--- config.mk ---
export PLATFORM = sky130hd
export DESIGN_NAME = enc_menu_ctrl
export DESIGN_NICKNAME = d
export VERILOG_FILES = /design/src/rtl/enc_menu_ctrl.sv
export SDC_FILE = /design/constraint.sdc
export NUM_CORES = 1
export LEC_CHECK = 0
export ABC_CLOCK_PERIOD_IN_PS = 4600
export BUFFER_PORTS_ARGS = -buffer_cell sky130_fd_sc_hd__buf_2
export CAP_MARGIN = 25
export CORE_ASPECT_RATIO = 0.9
export CORE_MARGIN = 2
export CORE_UTILIZATION = 50
export CTS_CLUSTER_SIZE = 24
export DETAILED_ROUTE_END_ITERATION = 16
export PLACE_DENSITY_LB_ADDON = 0.08
export SLEW_MARGIN = 20
export SYNTH_ARGS = -nofsm -noshare
export SYNTH_HDL_FRONTEND = slang
export SYNTH_SLANG_ARGS = --single-unit
--- constraint.sdc ---
create_clock -name clk -period 4.6 [get_ports clk]
set_input_delay 0.92 -clock clk [delete_from_list [all_inputs] [get_ports clk]]
set_output_delay 0.92 -clock clk [all_outputs]
set_load 0.01 [all_outputs]
--- src/rtl/enc_menu_ctrl.sv ---
// Rotary-encoder menu controller: browse/edit/lock state machine over four 8-bit
// parameter registers, with a commit strobe and an inactivity timeout in edit.
module enc_menu_ctrl #(
  parameter int unsigned TIMEOUT = 5000,
  parameter logic [7:0]  DEF0    = 8'h00,
  parameter logic [7:0]  DEF1    = 8'h00,
  parameter logic [7:0]  DEF2    = 8'h00,
  parameter logic [7:0]  DEF3    = 8'h00
) (
  input  logic        clk,
  input  logic        rstn,
  input  logic [3:0]  enc,
  input  logic        press_valid,
  input  logic [1:0]  press_type,
  output logic [1:0]  mode,
  output logic [1:0]  sel,
  output logic [7:0]  edit_val,
  output logic [31:0] params,
  output logic        cfg_wr,
  output logic [1:0]  cfg_addr,
  output logic [7:0]  cfg_data
);

  typedef enum logic [1:0] {
    StBrowse = 2'b00,
    StEdit   = 2'b01,
    StLocked = 2'b10
  } state_e;

  localparam logic [15:0] TimerLast = 16'(TIMEOUT - 1);

  state_e          state_q, state_d;
  logic [3:0]      enc_last_q;
  logic [1:0]      sel_q, sel_d;
  logic [7:0]      work_q, work_d;
  logic [15:0]     timer_q, timer_d;
  logic [3:0][7:0] params_q, params_d;
  logic            cfg_wr_q, cfg_wr_d;
  logic [1:0]      cfg_addr_q, cfg_addr_d;
  logic [7:0]      cfg_data_q, cfg_data_d;

  logic [3:0] delta;
  logic       moved, press, is_short, is_long;
  logic [9:0] work_sum;
  logic [7:0] work_sat;

  // Encoder difference read as 4-bit two's complement, so wrap-around steps stay small.
  assign delta    = enc - enc_last_q;
  assign moved    = (delta != 4'd0);
  assign press    = press_valid && (press_type != 2'b00);
  assign is_short = press && (press_type == 2'b01);
  assign is_long  = press && (press_type == 2'b11);

  assign work_sum = {2'b00, work_q} + {{6{delta[3]}}, delta};
  always_comb begin
    work_sat = work_sum[7:0];
    if (work_sum[9])      work_sat = 8'h00;
    else if (work_sum[8]) work_sat = 8'hFF;
  end

  always_ff @(posedge clk) begin
    if (!rstn) state_q <= StBrowse;
    else       state_q <= state_d;
  end

  always_comb begin
    state_d    = state_q;
    sel_d      = sel_q;
    work_d     = work_q;
    timer_d    = timer_q;
    params_d   = params_q;
    cfg_wr_d   = 1'b0;
    cfg_addr_d = cfg_addr_q;
    cfg_data_d = cfg_data_q;
    unique case (state_q)
      StBrowse: begin
        if (is_short) begin
          work_d  = params_q[sel_q];
          timer_d = '0;
          state_d = StEdit;
        end else if (is_long) begin
          state_d = StLocked;
        end else if (!press && moved) begin
          sel_d = sel_q + delta[1:0];
        end
      end
      StEdit: begin
        if (is_short) begin
          params_d[sel_q] = work_q;
          cfg_wr_d        = 1'b1;
          cfg_addr_d      = sel_q;
          cfg_data_d      = work_q;
          state_d         = StBrowse;
        end else if (press) begin
          state_d = StBrowse;
        end else if (moved) begin
          work_d  = work_sat;
          timer_d = '0;
        end else if (timer_q == TimerLast) begin
          state_d = StBrowse;
        end else begin
          timer_d = timer_q + 16'd1;
        end
      end
      StLocked: begin
        if (is_long) state_d = StBrowse;
      end
      default: state_d = StBrowse;
    endcase
  end

  // enc_last tracks enc even during reset so the first live cycle sees no motion.
  always_ff @(posedge clk) begin
    enc_last_q <= enc;
    if (!rstn) begin
      sel_q      <= 2'd0;
      work_q     <= 8'd0;
      timer_q    <= 16'd0;
      params_q   <= {DEF3, DEF2, DEF1, DEF0};
      cfg_wr_q   <= 1'b0;
      cfg_addr_q <= 2'd0;
      cfg_data_q <= 8'd0;
    end else begin
      sel_q      <= sel_d;
      work_q     <= work_d;
      timer_q    <= timer_d;
      params_q   <= params_d;
      cfg_wr_q   <= cfg_wr_d;
      cfg_addr_q <= cfg_addr_d;
      cfg_data_q <= cfg_data_d;
    end
  end

  always_comb begin
    mode     = state_q;
    sel      = sel_q;
    params   = params_q;
    cfg_wr   = cfg_wr_q;
    cfg_addr = cfg_addr_q;
    cfg_data = cfg_data_q;
    edit_val = (state_q == StEdit) ? work_q : params_q[sel_q];
  end

endmodule
After elaboration in Yosys (flattened, before gate mapping):

Cells that the tools add are included.

* memories: 0
* output and inout port bits: 55
* RAM bits: 0
* register bits after elaboration: 75
* logic and storage cells: 78
* bits in read-only memories: 0
* input port bits: 9
* latch bits: 0

* shift operators: 0
* $add $sub $neg: 4
* $mul: 0
* bitwise logic cells: 2
* divide/modulo/power cells: 0
* order comparisons: 2
* mux-type cells: 28
* equality and inequality tests: 14
* reductions and logical operators: 16

Operators by type and width (number)
* 2-to-1 mux 16 bit: 5
* 2-to-1 mux 8 bit: 9
* bitwise mux 32 bit: 1
* one-hot mux 16 bit (2 select lines): 1
* adder 16 x 1 -> 16 bit (second input constant): 1
* binary-select mux 8 bit (select 2 bit): 1
* demux 8 bit (select 2 bit): 1
* equality test 16 x 13 -> 1 bit (second input constant): 1
* one-hot mux 8 bit (2 select lines): 1
* 2-to-1 mux 2 bit: 7
* adder 9 x 4 -> 10 bit: 1
* inequality test 2 bit (second input constant): 5
* AND reduction 5 bit: 2
* inequality test 4 bit (second input constant): 2
* AND reduction 4 bit: 2
* inequality test 3 bit (second input constant): 2
* one-hot mux 2 bit (3 select lines): 1
* logical AND 1 bit: 5
* equality test 2 x 1 -> 1 bit (second input constant): 2
* equality test 2 bit (second input constant): 2
* AND reduction 2 bit: 2
* nonzero test 2 bit: 2
* nonzero test 4 bit: 1
* subtractor 4 bit: 1
* 7 further kinds: 8

Depth between registers and ports, before layout:

* word-level depth: 8
* gate-level depth with buffers: 15
* depth with buffers taken out: 14

Worst setup path after synthesis:

No wires, ideal clock.

* kind: in2reg
* start point: in enc[2]
* end point: reg work_q[6]
* stages on the path: 13
* buffers on the path: 0
* required time: 4.483 ns
* setup time: 0.117 ns
* arrival time: 3.897 ns
* slack: 0.585 ns
* path through: ha_1 nand3b_1 a21oi_1 or2_4 inv_2 ha_1 a21oi_1 a21boi_0 nor4b_1 or4_4 xnor2_1 a211o_1 a32o_1

* word-level cells in the longest chain between the ends: 8
* elaborated cells between the ends (all ways): 11
* classes of those cells: 2 x add/sub; 1 x eq/ne; 6 x mux; 2 x reduce/logical

Ends and longest elaborated chain
* start: declaration: line 12 `input logic [3:0] enc,`
* subtractor 4 bit *: line 48 `assign delta = enc - enc_last_q;`
* adder 9 x 4 -> 10 bit: line 54 `assign work_sum = {2'b00, work_q} + {{6{delta[3]}}, delta};`
* 2-to-1 mux 8 bit: line 58 `else if (work_sum[8]) work_sat = 8'hFF;`
* 2-to-1 mux 8 bit: line 57 `if (work_sum[9]) work_sat = 8'h00;`
* 2-to-1 mux 8 bit: line 96 `end else if (moved) begin`
* 2-to-1 mux 8 bit: line 94 `end else if (press) begin`
* 2-to-1 mux 8 bit: line 88 `if (is_short) begin`
* one-hot mux 8 bit (2 select lines): line 75 `unique case (state_q)`
* end signal: assignment: line 125 `work_q <= work_d;`
* end: declaration: line 35 `logic [7:0] work_q, work_d;`

Every way passes the cells marked *; elsewhere a longest branch is shown, timed or not. The select of a mux whose other input is x is not followed.
A chain may end at the register's enable or synchronous reset.

Final worst setup path:

* start point: in enc[2]
* end point: reg work_q[1]

The elaborated chain is that of the path after synthesis.

==> impl_metrics.json <==
{
  "antenna_cells": 0,
  "fin_nets": 516,
  "path_class": "input pin to register",
  "die_w_um": 97.0,
  "setup_viol": 0,
  "grt_usage_pct": 22.8,
  "cts-root-buf": "clkbuf_8",
  "place_hpwl_um": 6830,
  "tightest_slew_ns": 0.760,
  "setup.worst_path.end": "work_q[1]$_SDFFE_PN0P_",
  "rows": 30,
  "remaining_drc_errors": 0,
  "yosysWarnings": 0,
  "clock_latency_ns": 0.35,
  "wirelength_um": 9520,
  "drv_slew": 0,
  "timing.rr.end": "work_q[1]$_SDFFE_PN0P_",
  "start_util_pct": 51.5,
  "grt_max_degree": 29,
  "max_slew_margin_pct": 49.2,
  "vias": 3248,
  "hold_class": "register to register",
  "gp_congestion": 0.894,
  "syn_nets": 461,
  "dr.first_iter.drc_count": 137,
  "pwr-share-clk_pct": 37.7,
  "worst-path-max-fanout": 10,
  "postCtsSetupRepairBufs": 0,
  "first_global_vias": 3045,
  "coreArea_um2": 7540,
  "fp.dieH_um": 87.7,
  "antenna_found_initial": 0,
  "switchingPower_mw": 0.438,
  "maxCapViolCount": 0,
  "swShare_pct": 30.1,
  "arrival_ns": 4.22,
  "dr.pass1.iters": 4,
  "intPower_mw": 1.02,
  "pwr-share-seq_pct": 47.5,
  "ir_drop_v": 0.000200,
  "synth_area_um2": 3890,
  "cts_resized": 0,
  "viasPerCell": 5.48,
  "rr_startpoint": "enc_last_q[2]$_DFF_P_",
  "status": "finished clean",
  "required_ns": 4.84,
  "setup_tns_ns": 0,
  "place_area_um2": 4250,
  "end_kind": "register",
  "synth_seq_cells": 75,
  "area_delta_synth_final_pct": 15.2,
  "ios": 64,
  "netlist_instances": 437,
  "grt_pass1_wl_um": 15600,
  "cts_buffers": 9,
  "fin_skew_ns": 0.0106,
  "synth_area_per_cell_um2": 8.90,
  "finalCritPeriodShare_pct": 86.6,
  "fin_area_um2": 4480,
  "ys_types": 63,
  "clkTransAtPathRegs_ns": 0.09,
  "port_buffers": 63,
  "crit_path_start": "enc[2]",
  "clock-sinks": 75,
  "combPwrFrac_pct": 14.8,
  "routedWlPerCell_um": 16.0,
  "holdWs_ns": 0.460,
  "grt_overflow": 0,
  "cts_max_level": 3,
  "r2r_slack_ns": 0.97,
  "die-area_um2": 8500,
  "rsz0062_at_grt": "no",
  "p_leak_nw": 1.88,
  "hold_violations": 0,
  "seq_area_frac_synth_pct": 38.6,
  "synth_edf_count": 0,
  "rr_worst_depth": 14,
  "ant_nets": 0,
  "ys_async_sr_fraction_pct": 0,
  "cts_buffer_depth": 2,
  "fmax_mhz": 251,
  "synth_flop_cell": "dfxtp_1",
  "min_period_ns": 3.98,
  "cts_tree": "yes",
  "cts_hold_buf": 0,
  "start_kind": "input pin",
  "powerDensity_nw_per_um2": 325,
  "drive_gt1_share_pct": 22.7
}
## Yosys cell counts (3+ instances only)
library cell	count	area share (%)
a21o_1	7	1.4
a21oi_1	32	4.1
a221oi_1	3	0.68
and3_1	3	0.48
buf_2	3	0.39
clkbuf_1	17	1.6
dfxtp_1	75	39
ha_1	13	4.2
inv_1	18	1.7
mux2i_1	26	6.7
mux4_2	8	4.6
nand2_1	53	5.1
nand3_1	9	1.2
nand3b_1	3	0.58
nor2_1	59	5.7
nor3_1	7	0.90
o21ai_0	16	2.1
or3_1	5	0.80
xnor2_1	11	2.5
xor2_1	11	2.5
## logic make-up (layout without fill, tap and decap cells)
kind of cell	count (synthesis)	count (layout)	share of synthesized area, %
AOI/OAI and AO/OA	82	82	14.7
xor gates and xnor gates	22	22	4.95
adders and majority gates	16	16	5.47
buffers and inverters	45	105	4.83
DFF	75	75	38.6
muxes	34	34	11.3
and+or+nand+nor	163	163	20.1
## cells in the final DEF, fill, tap and decap left out, drive strengths merged, types with 3 or more instances in the layout
master  count
clkbuf      9
dfxtp      75
o211ai      3
ha         13
nor3       10
mux2i      26
mux4        8
nand2      54
a221oi      3
a21o        7
inv        22
or3         5
nor2       60
xor2       11
and2        3
clkinv      4
and3        5
nand3b      3
buf        68
nand3       9
a21oi      33
o21ai      16
xnor2      11
nor4b       3
## worst max-delay path, stage by stage
cell,delay [ns]
buf_2,0.10
ha_1,0.33
a21oi_1,0.18
a21oi_1,0.10
or2_4,0.29
inv_2,0.18
ha_1,0.30
a21oi_1,0.38
o211ai_1,0.19
a41o_1,0.26
a221oi_1,0.35
nor2_1,0.20
a21o_1,0.20
a221oi_1,0.24
## per-stage QoR
step                      cells  utilization [%]  total power, mW  setup WS [ns]
after global placement      576             56.3            0.914          0.381
after detailed placement    576             56.3            0.916          0.298
after floorplan             437                -            0.866          0.585
after global routing        593             59.4             1.53          0.344
final                       593             59.4             1.46          0.617
after CTS                   592             59.2             1.47          0.675
## how the worst min path moves through the flow
stage | startpoint | to | slack, ns | cells past startpoint
3_5_place_dp | cfg_data[2]$_SDFFE_PN0P_ | cfg_data[2]$_SDFFE_PN0P_ | 0.45 | 2
6_report | cfg_data[2]$_SDFFE_PN0P_ | cfg_data[2]$_SDFFE_PN0P_ | 0.46 | 2
3_3_place_gp | cfg_data[2]$_SDFFE_PN0P_ | cfg_data[2]$_SDFFE_PN0P_ | 0.44 | 2
2_1_floorplan | timer_q[9]$_SDFFE_PN0P_ | timer_q[9]$_SDFFE_PN0P_ | 0.48 | 2
4_1_cts | cfg_data[2]$_SDFFE_PN0P_ | cfg_data[2]$_SDFFE_PN0P_ | 0.46 | 2
5_1_grt | cfg_data[1]$_SDFFE_PN0P_ | cfg_data[1]$_SDFFE_PN0P_ | 0.48 | 2
## cell type report
type | instances | area, um2
repair buffers | 68 | 360
inverters | 21 | 78.8
well taps | 96 | 120
flip-flops and latches | 75 | 1500
fillers | 699 | 3060
clock buffers | 9 | 124
multi-input cells | 317 | 2200
clock inverters | 7 | 96.3
## sequential cells by signal, summed over array words and instances, names as in the netlist
signal      cells
params         32
mode            2
enc_last_q      4
timer_q        16
cfg_wr          1
work_q          8
sel             2
cfg_addr        2
cfg_data        8
## power groups by stage
stage | Sequential, mW | Combinational [mW] | Clock, mW
2_1_floorplan | 0.690 | 0.176 | 0
3_3_place_gp | 0.717 | 0.198 | 0
3_5_place_dp | 0.716 | 0.200 | 0
4_1_cts | 0.701 | 0.202 | 0.567
5_1_grt | 0.696 | 0.238 | 0.594
6_report | 0.693 | 0.215 | 0.549
## metal layers
layer / GRT usage [%] / up-vias / part of all wire, %
li1: - / 1626 / -
met1: 33.1 / 1533 / 51
met2: 34.1 / 81 / 43
met3: 5.91 / 8 / 5.5
met4: 6.15 / 0 / 0.76
met5: 0 / - / 0
No activity file was read; power rests on OpenSTA's default activity.
